## src/rtl/exe_wb_reg_pkg.sv

```systemverilog
// Shared pipeline definitions for the EXE/WB boundary: select widths,
// writeback / data-memory select encodings and the bubble instruction.
package exe_wb_reg_pkg;

    localparam int DMEM_SEL_W = 2;
    localparam int LOAD_SEL_W = 3;
    localparam int WB_SEL_W   = 2;
    localparam int REG_IDX_W  = 5;

    localparam logic [31:0] NOP_INST = 32'h0000_0000;

    typedef enum logic [WB_SEL_W-1:0] {
        WB_SEL_IMM = 2'd0,
        WB_SEL_PC4 = 2'd1,
        WB_SEL_MEM = 2'd2,
        WB_SEL_ALU = 2'd3
    } wb_sel_e;

    typedef enum logic [DMEM_SEL_W-1:0] {
        DMEM_SEL_IO   = 2'd0,
        DMEM_SEL_DMEM = 2'd1,
        DMEM_SEL_BIOS = 2'd2
    } dmem_sel_e;

endpackage

```

## src/rtl/exe_wb_reg_fwd_compare.sv

```systemverilog
// Forwarding comparator: asserts when the WB stage will write the register
// the EXE operand reads. Register x0 never forwards.
module fwd_compare
    import exe_wb_reg_pkg::*;
(
    input  logic                 valid_wb,
    input  logic                 regwen_wb,
    input  logic [REG_IDX_W-1:0] rd_wb,
    input  logic [REG_IDX_W-1:0] rs_id,
    output logic                 fwd
);

    assign fwd = valid_wb & regwen_wb & (rd_wb != '0) & (rd_wb == rs_id);

endmodule

```

## src/rtl/exe_wb_reg.sv

```systemverilog
// EXE->WB pipeline register with stall/flush, bubble tracking and WB->EXE
// forwarding. Optional perf counters enabled by EXE_WB_PERF_CNT_EN.
module exe_wb_reg
    import exe_wb_reg_pkg::*;
#(
    parameter int          XLEN     = 32,
    parameter logic [31:0] NOP_INST = exe_wb_reg_pkg::NOP_INST
) (
    input  logic                  clk,
    input  logic                  rst_n,
    input  logic                  stall,
    input  logic                  flush,
    input  logic [XLEN-1:0]       pc_exe,
    input  logic [XLEN-1:0]       inst_exe,
    input  logic [XLEN-1:0]       imme_exe,
    input  logic [XLEN-1:0]       alu_exe,
    input  logic [DMEM_SEL_W-1:0] dmem_sel_exe,
    input  logic [LOAD_SEL_W-1:0] load_sel_exe,
    input  logic [WB_SEL_W-1:0]   wb_sel_exe,
    input  logic                  regwen_exe,
    input  logic [REG_IDX_W-1:0]  rd_exe,
    input  logic [REG_IDX_W-1:0]  rs1_id,
    input  logic [REG_IDX_W-1:0]  rs2_id,
    output logic [XLEN-1:0]       pc_wb,
    output logic [XLEN-1:0]       inst_wb,
    output logic [XLEN-1:0]       imme_wb,
    output logic [XLEN-1:0]       alu_wb,
    output logic [DMEM_SEL_W-1:0] dmem_sel_wb,
    output logic [LOAD_SEL_W-1:0] load_sel_wb,
    output logic [WB_SEL_W-1:0]   wb_sel_wb,
    output logic                  regwen_wb,
    output logic [REG_IDX_W-1:0]  rd_wb,
    output logic                  valid_wb,
`ifdef EXE_WB_PERF_CNT_EN
    output logic [31:0]           retired_cnt,
    output logic [31:0]           bubble_cnt,
`endif
    output logic                  fwd_rs1,
    output logic                  fwd_rs2
);

    localparam logic [XLEN-1:0] NOP = XLEN'(NOP_INST);

    logic kill;
    assign kill = flush | (inst_exe == NOP);

    always_ff @(posedge clk or negedge rst_n) begin
        if (!rst_n) begin
            pc_wb       <= '0;
            inst_wb     <= NOP;
            imme_wb     <= '0;
            alu_wb      <= '0;
            dmem_sel_wb <= '0;
            load_sel_wb <= '0;
            wb_sel_wb   <= '0;
            regwen_wb   <= 1'b0;
            rd_wb       <= '0;
            valid_wb    <= 1'b0;
        end else if (!stall) begin
            pc_wb   <= pc_exe;
            imme_wb <= imme_exe;
            alu_wb  <= alu_exe;
            // A flushed slot and an incoming bubble look identical downstream.
            if (kill) begin
                inst_wb     <= NOP;
                dmem_sel_wb <= '0;
                load_sel_wb <= '0;
                wb_sel_wb   <= '0;
                regwen_wb   <= 1'b0;
                rd_wb       <= '0;
                valid_wb    <= 1'b0;
            end else begin
                inst_wb     <= inst_exe;
                dmem_sel_wb <= dmem_sel_exe;
                load_sel_wb <= load_sel_exe;
                wb_sel_wb   <= wb_sel_exe;
                regwen_wb   <= regwen_exe;
                rd_wb       <= rd_exe;
                valid_wb    <= 1'b1;
            end
        end
    end

`ifdef EXE_WB_PERF_CNT_EN
    // Counts the instruction leaving WB on each non-stalled edge; wraps naturally.
    always_ff @(posedge clk or negedge rst_n) begin
        if (!rst_n) begin
            retired_cnt <= '0;
            bubble_cnt  <= '0;
        end else if (!stall) begin
            if (valid_wb) retired_cnt <= retired_cnt + 32'd1;
            else          bubble_cnt  <= bubble_cnt + 32'd1;
        end
    end
`endif

    fwd_compare u_fwd_rs1 (
        .valid_wb  (valid_wb),
        .regwen_wb (regwen_wb),
        .rd_wb     (rd_wb),
        .rs_id     (rs1_id),
        .fwd       (fwd_rs1)
    );

    fwd_compare u_fwd_rs2 (
        .valid_wb  (valid_wb),
        .regwen_wb (regwen_wb),
        .rd_wb     (rd_wb),
        .rs_id     (rs2_id),
        .fwd       (fwd_rs2)
    );

endmodule

```

## config.mk

```make
export PLATFORM = sky130hd
export DESIGN_NAME = exe_wb_reg
export DESIGN_NICKNAME = d
export VERILOG_FILES = /design/src/rtl/exe_wb_reg_pkg.sv /design/src/rtl/exe_wb_reg_fwd_compare.sv /design/src/rtl/exe_wb_reg.sv
export SDC_FILE = /design/constraint.sdc
export NUM_CORES = 1
export LEC_CHECK = 0
export CORE_MARGIN = 2
export CORE_UTILIZATION = 42
export CTS_CLUSTER_DIAMETER = 50
export CTS_CLUSTER_SIZE = 24
export DETAILED_ROUTE_END_ITERATION = 8
export PLACE_DENSITY = 0.85
export REMOVE_ABC_BUFFERS = 1
export SYNTH_ARGS = -nofsm -noshare
export SYNTH_HDL_FRONTEND = slang
export SYNTH_SLANG_ARGS = --single-unit
```

## constraint.sdc

```tcl
create_clock -name clk -period 2.75 [get_ports clk]
set_input_delay 0.6875 -clock clk [delete_from_list [all_inputs] [get_ports clk]]
set_output_delay 0.6875 -clock clk [all_outputs]
set_load 0.01 [all_outputs]
```

Word level (Yosys, flattened, before mapping) --
Index checks and enable logic that the tools add are counted.
Cells by class: $add $sub $neg 0, multiply operators 0, div/mod/pow operators 0, $lt $le $gt $ge 0, eq/ne operators 2, shifts and indexed selects 0, mux-type cells 7, bitwise gates (word level) 5, reductions and logical operators 2
Operator list (count):
- logical NOT 32 bit | 1
- 2-to-1 mux 32 bit | 1
- equality test 5 bit | 2
- 2-to-1 mux 5 bit | 1
- nonzero test 5 bit | 1
- AND 1 bit | 4
- 2-to-1 mux 2 bit | 2
- 2-to-1 mux 3 bit | 1
- 2-to-1 mux 1 bit | 2
- OR 1 bit | 1
Storage, ports and cells: register bits 142, bits in latches 0, bits in writable memories 0, bits in read-only memories 0, input port bits 155, output and inout port bits 144, logic and storage cells 26, memories kept 0

Logic depth before layout (Yosys ltp) --
Gate-level depths: netlist of the first run.
depth in word-level cells 3, gate-level depth with buffers 5

Hierarchy --
A second synthesis of the first run with hierarchy kept.
Second synthesis, totals: cell total of the unflattened synthesis 432, area, all modules 5591.6 sq um
By module, submodules not included:
- exe_wb_reg | times used 1, cells each 412, area each 5439.0 sq um
- fwd_compare | times used 2, cells each 10, area each 76.3 sq um

Worst setup path after synthesis of the first run --
Ideal clock, no wire load.
path kind input to output, start point input port rs1_id[4], end point output port fwd_rs1, arrival time 1.327 ns, setup slack 0.735 ns, cell stages on the path 3, cell sequence xnor2_1 nand3_1 nor4_1
On the way: cells in the longest elaborated chain, start to end 2
Ends and longest elaborated chain:
- start, declared | line exe_wb_reg.sv:22 | input logic [REG_IDX_W-1:0] rs1_id,
- equality test 5 bit | line exe_wb_reg_fwd_compare.sv:13 | assign fwd = valid_wb & regwen_wb & (rd_wb != '0) & (rd_wb == rs_id);
- AND 1 bit | line exe_wb_reg_fwd_compare.sv:13
- end, declared | line exe_wb_reg.sv:38 | output logic fwd_rs1,
No other way between the ends.

Final worst setup path of the first run --
start point input port rs2_id[4], end point output port fwd_rs2
On the way: cells in the longest elaborated chain, start to end 2
Ends and longest elaborated chain:
- start, declared | line exe_wb_reg.sv:23 | input logic [REG_IDX_W-1:0] rs2_id,
- equality test 5 bit | line exe_wb_reg_fwd_compare.sv:13
- AND 1 bit | line exe_wb_reg_fwd_compare.sv:13
- end, declared | line exe_wb_reg.sv:39 | output logic fwd_rs2
No other way between the ends.

==> results.toml, run 1 <==
[logic_synthesis]
ys_ff_latch = 142
synth_area_leaders = "dfrtp_1 64%, mux2_2 19%, nand2_1 5.3%"
synth_top_cell_by_area = "dfrtp_1"
yosys.cell_types.count = 18
synthCells = 428
syn_area_um2 = 5560
yosys_warnings = 0
synth_top_area_share_pct = 63.9
ys_seq_area_share_pct = 63.9
syn_area_per_cell_um2 = 13.0

[pwr]
powerDensity_nw_per_um2 = 604
p_leak_uw = 0.00394
finalPower_uw = 5660
ir_drop_uv = 402

[place]
place_inst = 889
gp_congestion = 0.800
io_buffer_count = 298
dp_hpwl_mm = 12.0
post_dp_cell_area_um2 = 8760

[layout]
finalNetCount = 892
mostFrequentLayoutCells = "294 x clkdlybuf4s50_1, 139 x dfrtp_1, 96 x mux2_2, 78 x nand2_1, 32 x o21ai_0"
seqCellArea_um2 = 3560
drive_gt1_share_pct = 19.9
multi_input_area_um2 = 1840
layout-area-overhead-vs-synth_pct = 68.5
antenna_cells = 0
mostFrequentLayoutCell = "clkdlybuf4s50_1"
fillerInstances = 854
final_cells = 925
finalInstanceArea_um2 = 9370

[die]
die_area_um2 = 14200
io_pins = 299
die_w_um = 119
fp.dieH_um = 119
start_util_pct = 42.5
core-area_um2 = 13100
num_rows = 42

[clocking]
htreeDepth = 4
numCtsBuffers = 17
clock_latency_ns = 0.41
cts_hold_buf = 0
ctsRootBufferMaster = "clkbuf_16"
cts_tree = "yes"
clk_pin_slew_ns = 0.05
clockBufferDepth = 2
cts_sinks = 142

[detailed_routing]
dr.max_layer_used = "met4"
final_antenna_net_count = 0
wl_met1_mm = 5.78
drt_iter0_drc = 192
wl_met3_mm = 1.13
via_count = 4468
drc = 0
first_pass_iters = 4
wl_mm = 16.0
dr_wl_met2_mm = 8.65
wl_per_cell_um = 17.3
viasPerCell = 4.83

[hold_path]
hp-class = "input pin to asynchronous set/reset pin"

[timing]
finClkSkew_ns = 0
fmax_mhz = 370
worst_slew_pin_slew_ns = 0.584
setup_violations = 0
report.final.slew_viol_count = 0
whs_ns = 0.239
setup_tns_ns = 0
fin_crit_sh_pct = 98.3
finalHoldViolations = 0
fin_crit_ns = 2.70
maxSlewHeadroom_pct = 61.1

[global_routing]
antenna_found_initial = 0
grt_max_degree = 65
grt_first_pass_wirelength_mm = 25.2
grt_remaining_overflow = 0
first_global_vias = 4815
grt_use_total_pct = 23.1

[flow_run]
drv_cap = 0

[setup_path]
worst_ep_arrival_time_ns = 2.02
worstPathRequired_ns = 2.06
critPathKind = "input pin to output pin"
crit_buf_inv = 2
worstPathCellList = "clkdlybuf4s50_1, xnor2_1, nand3_1, nor4_2, clkdlybuf4s15_1"
crit_path_max_incr_delay_ns = 0.50
path_depth = 5
crit_path_end_kind = "output pin"
r2r_cells = 1
worst-path-max-fanout = 1
path_delay_family = "buffers and inverters"
start_kind = "input pin"
crit_slowest_cell = "clkdlybuf4s50_1"

[status]
status = "complete, no violations"
-- kinds of logic (layout without fill, tap and decap cells) --
| logic type | Yosys count | count (layout) | synth area share (%) |
|---|---|---|---|
| DFF | 142 | 142 | 63.9 |
| muxes | 96 | 96 | 19.4 |
| and+or+nand+nor | 93 | 93 | 6.93 |
| AOI/OAI and AO/OA | 48 | 48 | 5.09 |
| buffers and inverters | 39 | 360 | 3.06 |
| xor gates and xnor gates | 10 | 10 | 1.58 |
-- power by group --
| part | switching [uW] | total (uW) | internal, uW |
|---|---|---|---|
| clock | 795 | 2150 | 1360 |
| combinational | 413 | 1110 | 696 |
| sequential | 113 | 2400 | 2290 |
-- flip-flops by register name, summed over array words and instances, names as in the netlist --
register	flops
imme_wb	32
inst_wb	32
rd_wb	5
wb_sel_wb	2
pc_wb	32
alu_wb	32
load_sel_wb	3
valid_wb	1
dmem_sel_wb	2
regwen_wb	1
-- repair_timing --
item | in CTS | in global routing
gates resized for setup | 2 | 8
buffers inserted | 0 | 5
endpoints found under the hold margin | 0 | 0
setup endpoints to repair | 2 | 2
pin swaps | 0 | 3
-- synth_stat cells --
cell type and instances:
dfrtp_1 142, mux2_2 96, nand2_1 78, o21ai_0 32, inv_1 14, buf_2 13, o31ai_1 13, clkbuf_1 10
nor4_1 10, xnor2_1 6, xor2_1 4, nand3_1 2, nand4_1 2, o21ai_2 2, buf_1 1, buf_6 1
o211ai_1 1, or4_1 1
-- through the flow --
| stage | utilization, % | worst slack, ns |
|---|---|---|
| 6_report | 71.6 | 0.0461 |
| 5_1_grt | 71.6 | -0.0290 |
| 4_1_cts | 71.3 | 0.0583 |
| 3_5_place_dp | 67.0 | -0.215 |
| 3_3_place_gp | 67.0 | -0.193 |
| 2_1_floorplan | - | 0.735 |
-- metal layers --
| layer | vias up | GRT usage [%] |
|---|---|---|
| li1 | 2078 | - |
| met1 | 2174 | 25.0 |
| met2 | 184 | 41.6 |
| met3 | 32 | 7.28 |
| met4 | 0 | 9.75 |
| met5 | - | 0 |
-- final cells by class --
type                       count  share of cell area [%]
clock buffer                  26                    5.43
timing repair buffer         315                    33.4
inverter                      14                   0.561
sequential                   142                    38.0
clock inverter                 5                   0.588
multi-input combinational    247                    19.7
tap                          176                    2.35
-- path summary, 6_finish.rpt --
path | from | end | slack (ns)
setup / recovery | rs2_id[4] | fwd_rs2 | 0.05
hold / removal | rst_n | imme_wb[11] | 0.24
setup reg to reg | alu_wb[31] | alu_wb[31] | 1.95
hold reg to reg | load_sel_wb[0] | load_sel_wb[0] | 0.48
max in group asynchronous | rst_n | imme_wb[15] | 1.75
min in group clk | load_sel_wb[0] | load_sel_wb[0] | 0.48
No activity file was read; power rests on OpenSTA's default activity.
==> run 2: changes to the inputs <==
--- a/config.mk
+++ b/config.mk
@@ -10,6 +10,7 @@
 export CTS_CLUSTER_DIAMETER = 50
 export CTS_CLUSTER_SIZE = 24
 export DETAILED_ROUTE_END_ITERATION = 8
+export GPL_TIMING_DRIVEN = 0
 export PLACE_DENSITY = 0.85
 export REMOVE_ABC_BUFFERS = 1
 export SYNTH_ARGS = -nofsm -noshare
==> run 2 against run 1 <==
First-iteration DRC count decreased by 10%. Clock skew unchanged. Sequential power about the same. Maximum frequency grew 0.54%. Sequential cell count is the same. Register-to-register slack worse by 0.02 ns. Core utilization is 0.34 points lower. Clock-buffer cell count down 7. Power rose by 1.6%. Non-clock buffer count is 11 lower. Wire length fell by 1.6%.
==> results.toml, run 2 (synthesized netlist as in run 1, its figures left out) <==
[clocking]
clockBufferDepth = 2
ctsRootBufferMaster = "clkbuf_16"
cts_tree = "yes"
clock_latency_ns = 0.41
cts_sinks = 142
clk_pin_slew_ns = 0.06
htreeDepth = 4
numCtsBuffers = 17

[detailed_routing]
viasPerCell = 4.81
wl_mm = 15.7
first_pass_iters = 4
final_antenna_net_count = 0
wl_per_cell_um = 17.2
via_count = 4397
drt_iter0_drc = 172
drc = 0

[setup_path]
worst_ep_arrival_time_ns = 2.00
r2r_cells = 3
r2r-end = "rd_wb[0]"
worst-r2r-setup-slack_ns = 1.93
critPathKind = "input pin to output pin"
r2r_start = "rd_wb[0]"
crit_path_end_kind = "output pin"
worst-path-max-fanout = 1
start_kind = "input pin"
worstPathRequired_ns = 2.06

[die]
die_area_um2 = 14200
num_rows = 42
die_w_um = 119
start_util_pct = 42.5
core-area_um2 = 13100
fp.dieH_um = 119
io_pins = 299

[place]
io_buffer_count = 298
gp_congestion = 0.804
place_inst = 879
post_dp_cell_area_um2 = 8700
dp_hpwl_mm = 11.6

[timing]
fin_crit_ns = 2.69
fmax_mhz = 372
fin_crit_sh_pct = 97.8
worst_slew_pin_slew_ns = 1.00
maxSlewHeadroom_pct = 33.0
finClkSkew_ns = 0
report.final.slew_viol_count = 0
rsz0062_at_grt = "true"
whs_ns = 0.253
setup_violations = 0
finalHoldViolations = 0

[layout]
fin_util_pct = 71.3
layout-area-overhead-vs-synth_pct = 67.7
final_cells = 915
finalNetCount = 881
finalInstanceArea_um2 = 9330
antenna_cells = 0
mostFrequentLayoutCell = "clkdlybuf4s50_1"
drive_gt1_share_pct = 18.9
mostFrequentLayoutCells = "294 x clkdlybuf4s50_1, 140 x dfrtp_1, 96 x mux2_2, 78 x nand2_1, 32 x o21ai_0"

[pwr]
ir_drop_uv = 434
finalPower_uw = 5750
powerDensity_nw_per_um2 = 617
p_leak_uw = 0.00390

[status]
status = "complete, no violations"

[hold_path]
hp-class = "input pin to asynchronous set/reset pin"

[global_routing]
grt_remaining_overflow = 0
grt_first_pass_wirelength_mm = 24.8
grt_max_degree = 99
first_global_vias = 4733
grt_use_total_pct = 22.8
antenna_found_initial = 0

[flow_run]
drv_cap = 0
run 2: repair_timing:
| item | in CTS | in global routing |
|---|---|---|
| gates resized for setup | 2 | 2 |
| hold buffers | 0 | 0 |
| gates cloned | 0 | 0 |
| pin swaps | 0 | 1 |
| endpoints found under the setup margin | 2 | 2 |
| setup buffers | 0 | 4 |
run 2: worst max-delay path by stage:
stage	slack, ns	end	cells after the start	start
floorplan	0.74	fwd_rs1	3	rs1_id[4]
global placement	-4.37	pc_wb[27]	1	rst_n
detailed placement	-0.25	fwd_rs2	5	rs2_id[2]
CTS	0.04	fwd_rs2	4	rd_wb[0]
global route	-0.008	fwd_rs2	4	rd_wb[0]
finish	0.06	fwd_rs2	5	rs2_id[2]
run 2: layout make-up:
class | instances | area, um2
fillers | 898 | 3760
multi-input cells | 247 | 1840
repair buffers | 304 | 3070
flip-flops and latches | 142 | 3560
clock inverters | 13 | 139
clock buffers | 19 | 453
inverters | 14 | 52.6
well taps | 176 | 220
run 2: per-layer routing:
metal / wire (um) / global-route usage (%)
met1: 5840 / 25.2
met2: 8400 / 39.9
met3: 1080 / 7.66
met4: 420 / 9.60
met5: 0 / 0
run 2: metrics by stage:
step / setup WS [ns] / TNS (ns)
after CTS: 0.0369 / 0
after detailed placement: -0.252 / -0.724
final: 0.0606 / 0
after floorplan: 0.735 / 0
after global placement: -4.37 / -1176.78
after global routing: -0.00762 / -0.00762
run 2: critical path: stages:
cell and delay, ns:
clkdlybuf4s50_1 0.51, xnor2_1 0.13, nand3_1 0.09, nor4_1 0.28
dlygate4sd2_1 0.31
run 2: power by group:
group | internal, uW | switching, uW | leakage, uW
Sequential | 2290 | 111 | 0.00172
Combinational | 688 | 405 | 0.00191
Clock | 1380 | 879 | 0.000278
==> run 3: changes to the inputs <==
--- a/config.mk
+++ b/config.mk
@@ -6,12 +6,12 @@
 export NUM_CORES = 1
 export LEC_CHECK = 0
 export CORE_MARGIN = 2
-export CORE_UTILIZATION = 42
+export CORE_UTILIZATION = 38
 export CTS_CLUSTER_DIAMETER = 50
 export CTS_CLUSTER_SIZE = 24
 export DETAILED_ROUTE_END_ITERATION = 8
 export GPL_TIMING_DRIVEN = 0
-export PLACE_DENSITY = 0.85
+export PLACE_DENSITY = 0.78
 export REMOVE_ABC_BUFFERS = 1
 export SYNTH_ARGS = -nofsm -noshare
 export SYNTH_HDL_FRONTEND = slang
==> run 3 against run 2 <==
Sequential share of layout area shrank 0.29 points. Design area grew 0.78%. Setup slack gained 0.033 ns. Register-to-register slack is essentially flat. Clock power grew 11%. Cell count grew 0.77%. Non-clock buffer count shrank 1. First-iteration DRC count shrank 3.5%. Maximum frequency grew 1.3%. Power grew 4.2%. Hold slack gained 0.019 ns. Largest power group is now clock. Highest routed layer unchanged.
==> results.toml, run 3 (synthesized netlist as in run 1, its figures left out) <==
[layout]
final_cells = 922
mostFrequentLayoutCells = "294 x clkdlybuf4s50_1, 140 x dfrtp_1, 96 x mux2_2, 78 x nand2_1, 32 x o21ai_0"
antenna_cells = 0
finalNetCount = 880
fin_util_pct = 65.2
layout-area-overhead-vs-synth_pct = 69.0
drive_gt1_share_pct = 19.0
mostFrequentLayoutCell = "clkdlybuf4s50_1"
fillerInstances = 1086

[detailed_routing]
wl_per_cell_um = 17.0
drt_iter0_drc = 166
drc = 0
first_pass_iters = 7
final_antenna_net_count = 0
viasPerCell = 4.80
via_count = 4430
wl_mm = 15.7

[global_routing]
grt_use_total_pct = 20.6
first_global_vias = 4835
grt_first_pass_wirelength_mm = 25.2
grt_remaining_overflow = 0
antenna_found_initial = 0
grt_max_degree = 96

[clocking]
clockBufferDepth = 2
clk_pin_slew_ns = 0.06
cts_sinks = 142
htreeDepth = 4
cts_hold_buf = 0
ctsRootBufferMaster = "clkbuf_16"
numCtsBuffers = 17
clock_latency_ns = 0.41
cts_tree = "yes"

[hold_path]
hp-class = "input pin to asynchronous set/reset pin"

[pwr]
powerDensity_nw_per_um2 = 638
p_leak_uw = 0.00393
ir_drop_uv = 466

[setup_path]
r2r_cells = 3
critPathKind = "input pin to output pin"
r2r_start = "rd_wb[3]"
start_kind = "input pin"
worst_ep_arrival_time_ns = 1.97
worstPathRequired_ns = 2.06
r2r-end = "rd_wb[3]"
crit_path_end_kind = "output pin"
worst-r2r-setup-slack_ns = 1.92
worst-path-max-fanout = 1

[timing]
fmax_mhz = 376
finClkSkew_ns = 0
fin_crit_ns = 2.66
setup_violations = 0
finalHoldViolations = 0
worst_slack_ns = 0.0939
report.final.slew_viol_count = 0
fin_crit_sh_pct = 96.6
worst_slew_pin_slew_ns = 1.10
maxSlewHeadroom_pct = 26.8
whs_ns = 0.272
rsz0062_at_grt = "false"

[place]
dp_hpwl_mm = 11.5
gp_congestion = 0.826
io_buffer_count = 298
place_ws_ns = -0.210
place_inst = 887

[die]
start_util_pct = 38.5
die_area_um2 = 15600
num_rows = 44
io_pins = 299
die_w_um = 125
fp.dieH_um = 125
core-area_um2 = 14400

[flow_run]
drv_cap = 0

[status]
status = "complete, no violations"
-- run 3: changes by cell type in the layout (fill, tap and decap cells not counted), sizes merged --
| cell | delta |
|---|---|
| clkinv | +4 |
| clkinvlp | -4 |
| bufinv | +3 |
| clkdlybuf4s15 | +2 |
| dlygate4sd2 | -2 |
| inv | -2 |
| buf | -1 |
| clkbuf | -1 |
-- run 3: what timing repair did --
action                     4_1_cts  5_1_grt
setup buffers                    0        3
gates resized for setup          2        5
cloned                           0        0
setup endpoints to repair        2        2
pin swaps                        0        1
-- run 3: stage by stage --
| step | cell area [um2] | total power [uW] | setup TNS, ns |
|---|---|---|---|
| 2_1_floorplan | 5440 | 2730 | 0 |
| 4_1_cts | 9370 | 6060 | 0 |
| 5_1_grt | 9400 | 6260 | 0 |
| 3_3_place_gp | 8660 | 3520 | -1183.20 |
| 3_5_place_dp | 8710 | 3520 | -0.997 |
| 6_report | 9400 | 5990 | 0 |
-- run 3: worst max-delay path by stage --
stage | startpoint | end | slack [ns] | cells after the start
after floorplan | rs1_id[4] | fwd_rs1 | 0.74 | 3
after global placement | rst_n | imme_wb[6] | -4.43 | 1
after detailed placement | rs2_id[4] | fwd_rs2 | -0.21 | 5
after CTS | rd_wb[0] | fwd_rs2 | 0.04 | 4
after global routing | rs2_id[0] | fwd_rs2 | 0.01 | 5
final | rs2_id[4] | fwd_rs2 | 0.09 | 5
-- run 3: where the power goes --
part / total [uW] / leakage (uW) / switching (uW) / internal (uW)
Clock: 2510 / 0.000320 / 872 / 1630
Combinational: 1090 / 0.00190 / 405 / 688
Sequential: 2390 / 0.00172 / 108 / 2290
-- run 3: per-layer routing --
metal  vias to the layer above  part of all wire [%]  GRT usage, %
li1                       2055                     -             -
met1                      2171                    37          22.2
met2                       177                    53          37.0
met3                        27                   7.1          7.15
met4                         0                   2.4          7.97
met5                         -                     0             0
-- run 3: layout make-up --
class                           count  area, um2  share of cell area, %
Multi-Input combinational cell    247       1840                   19.6
Timing Repair Buffer              303       3060                   32.6
Clock inverter                     14        216                   2.30
Tap cell                          184        230                   2.45
Sequential cell                   142       3560                   37.8
Clock buffer                       18        439                   4.67
Inverter                           14       52.6                  0.559
-- run 3: critical path, stage by stage --
cell and delay (ns):
clkdlybuf4s50_1 0.48, xnor2_1 0.13, nand3_1 0.10, nor4_1 0.29, clkdlybuf4s15_1 0.28
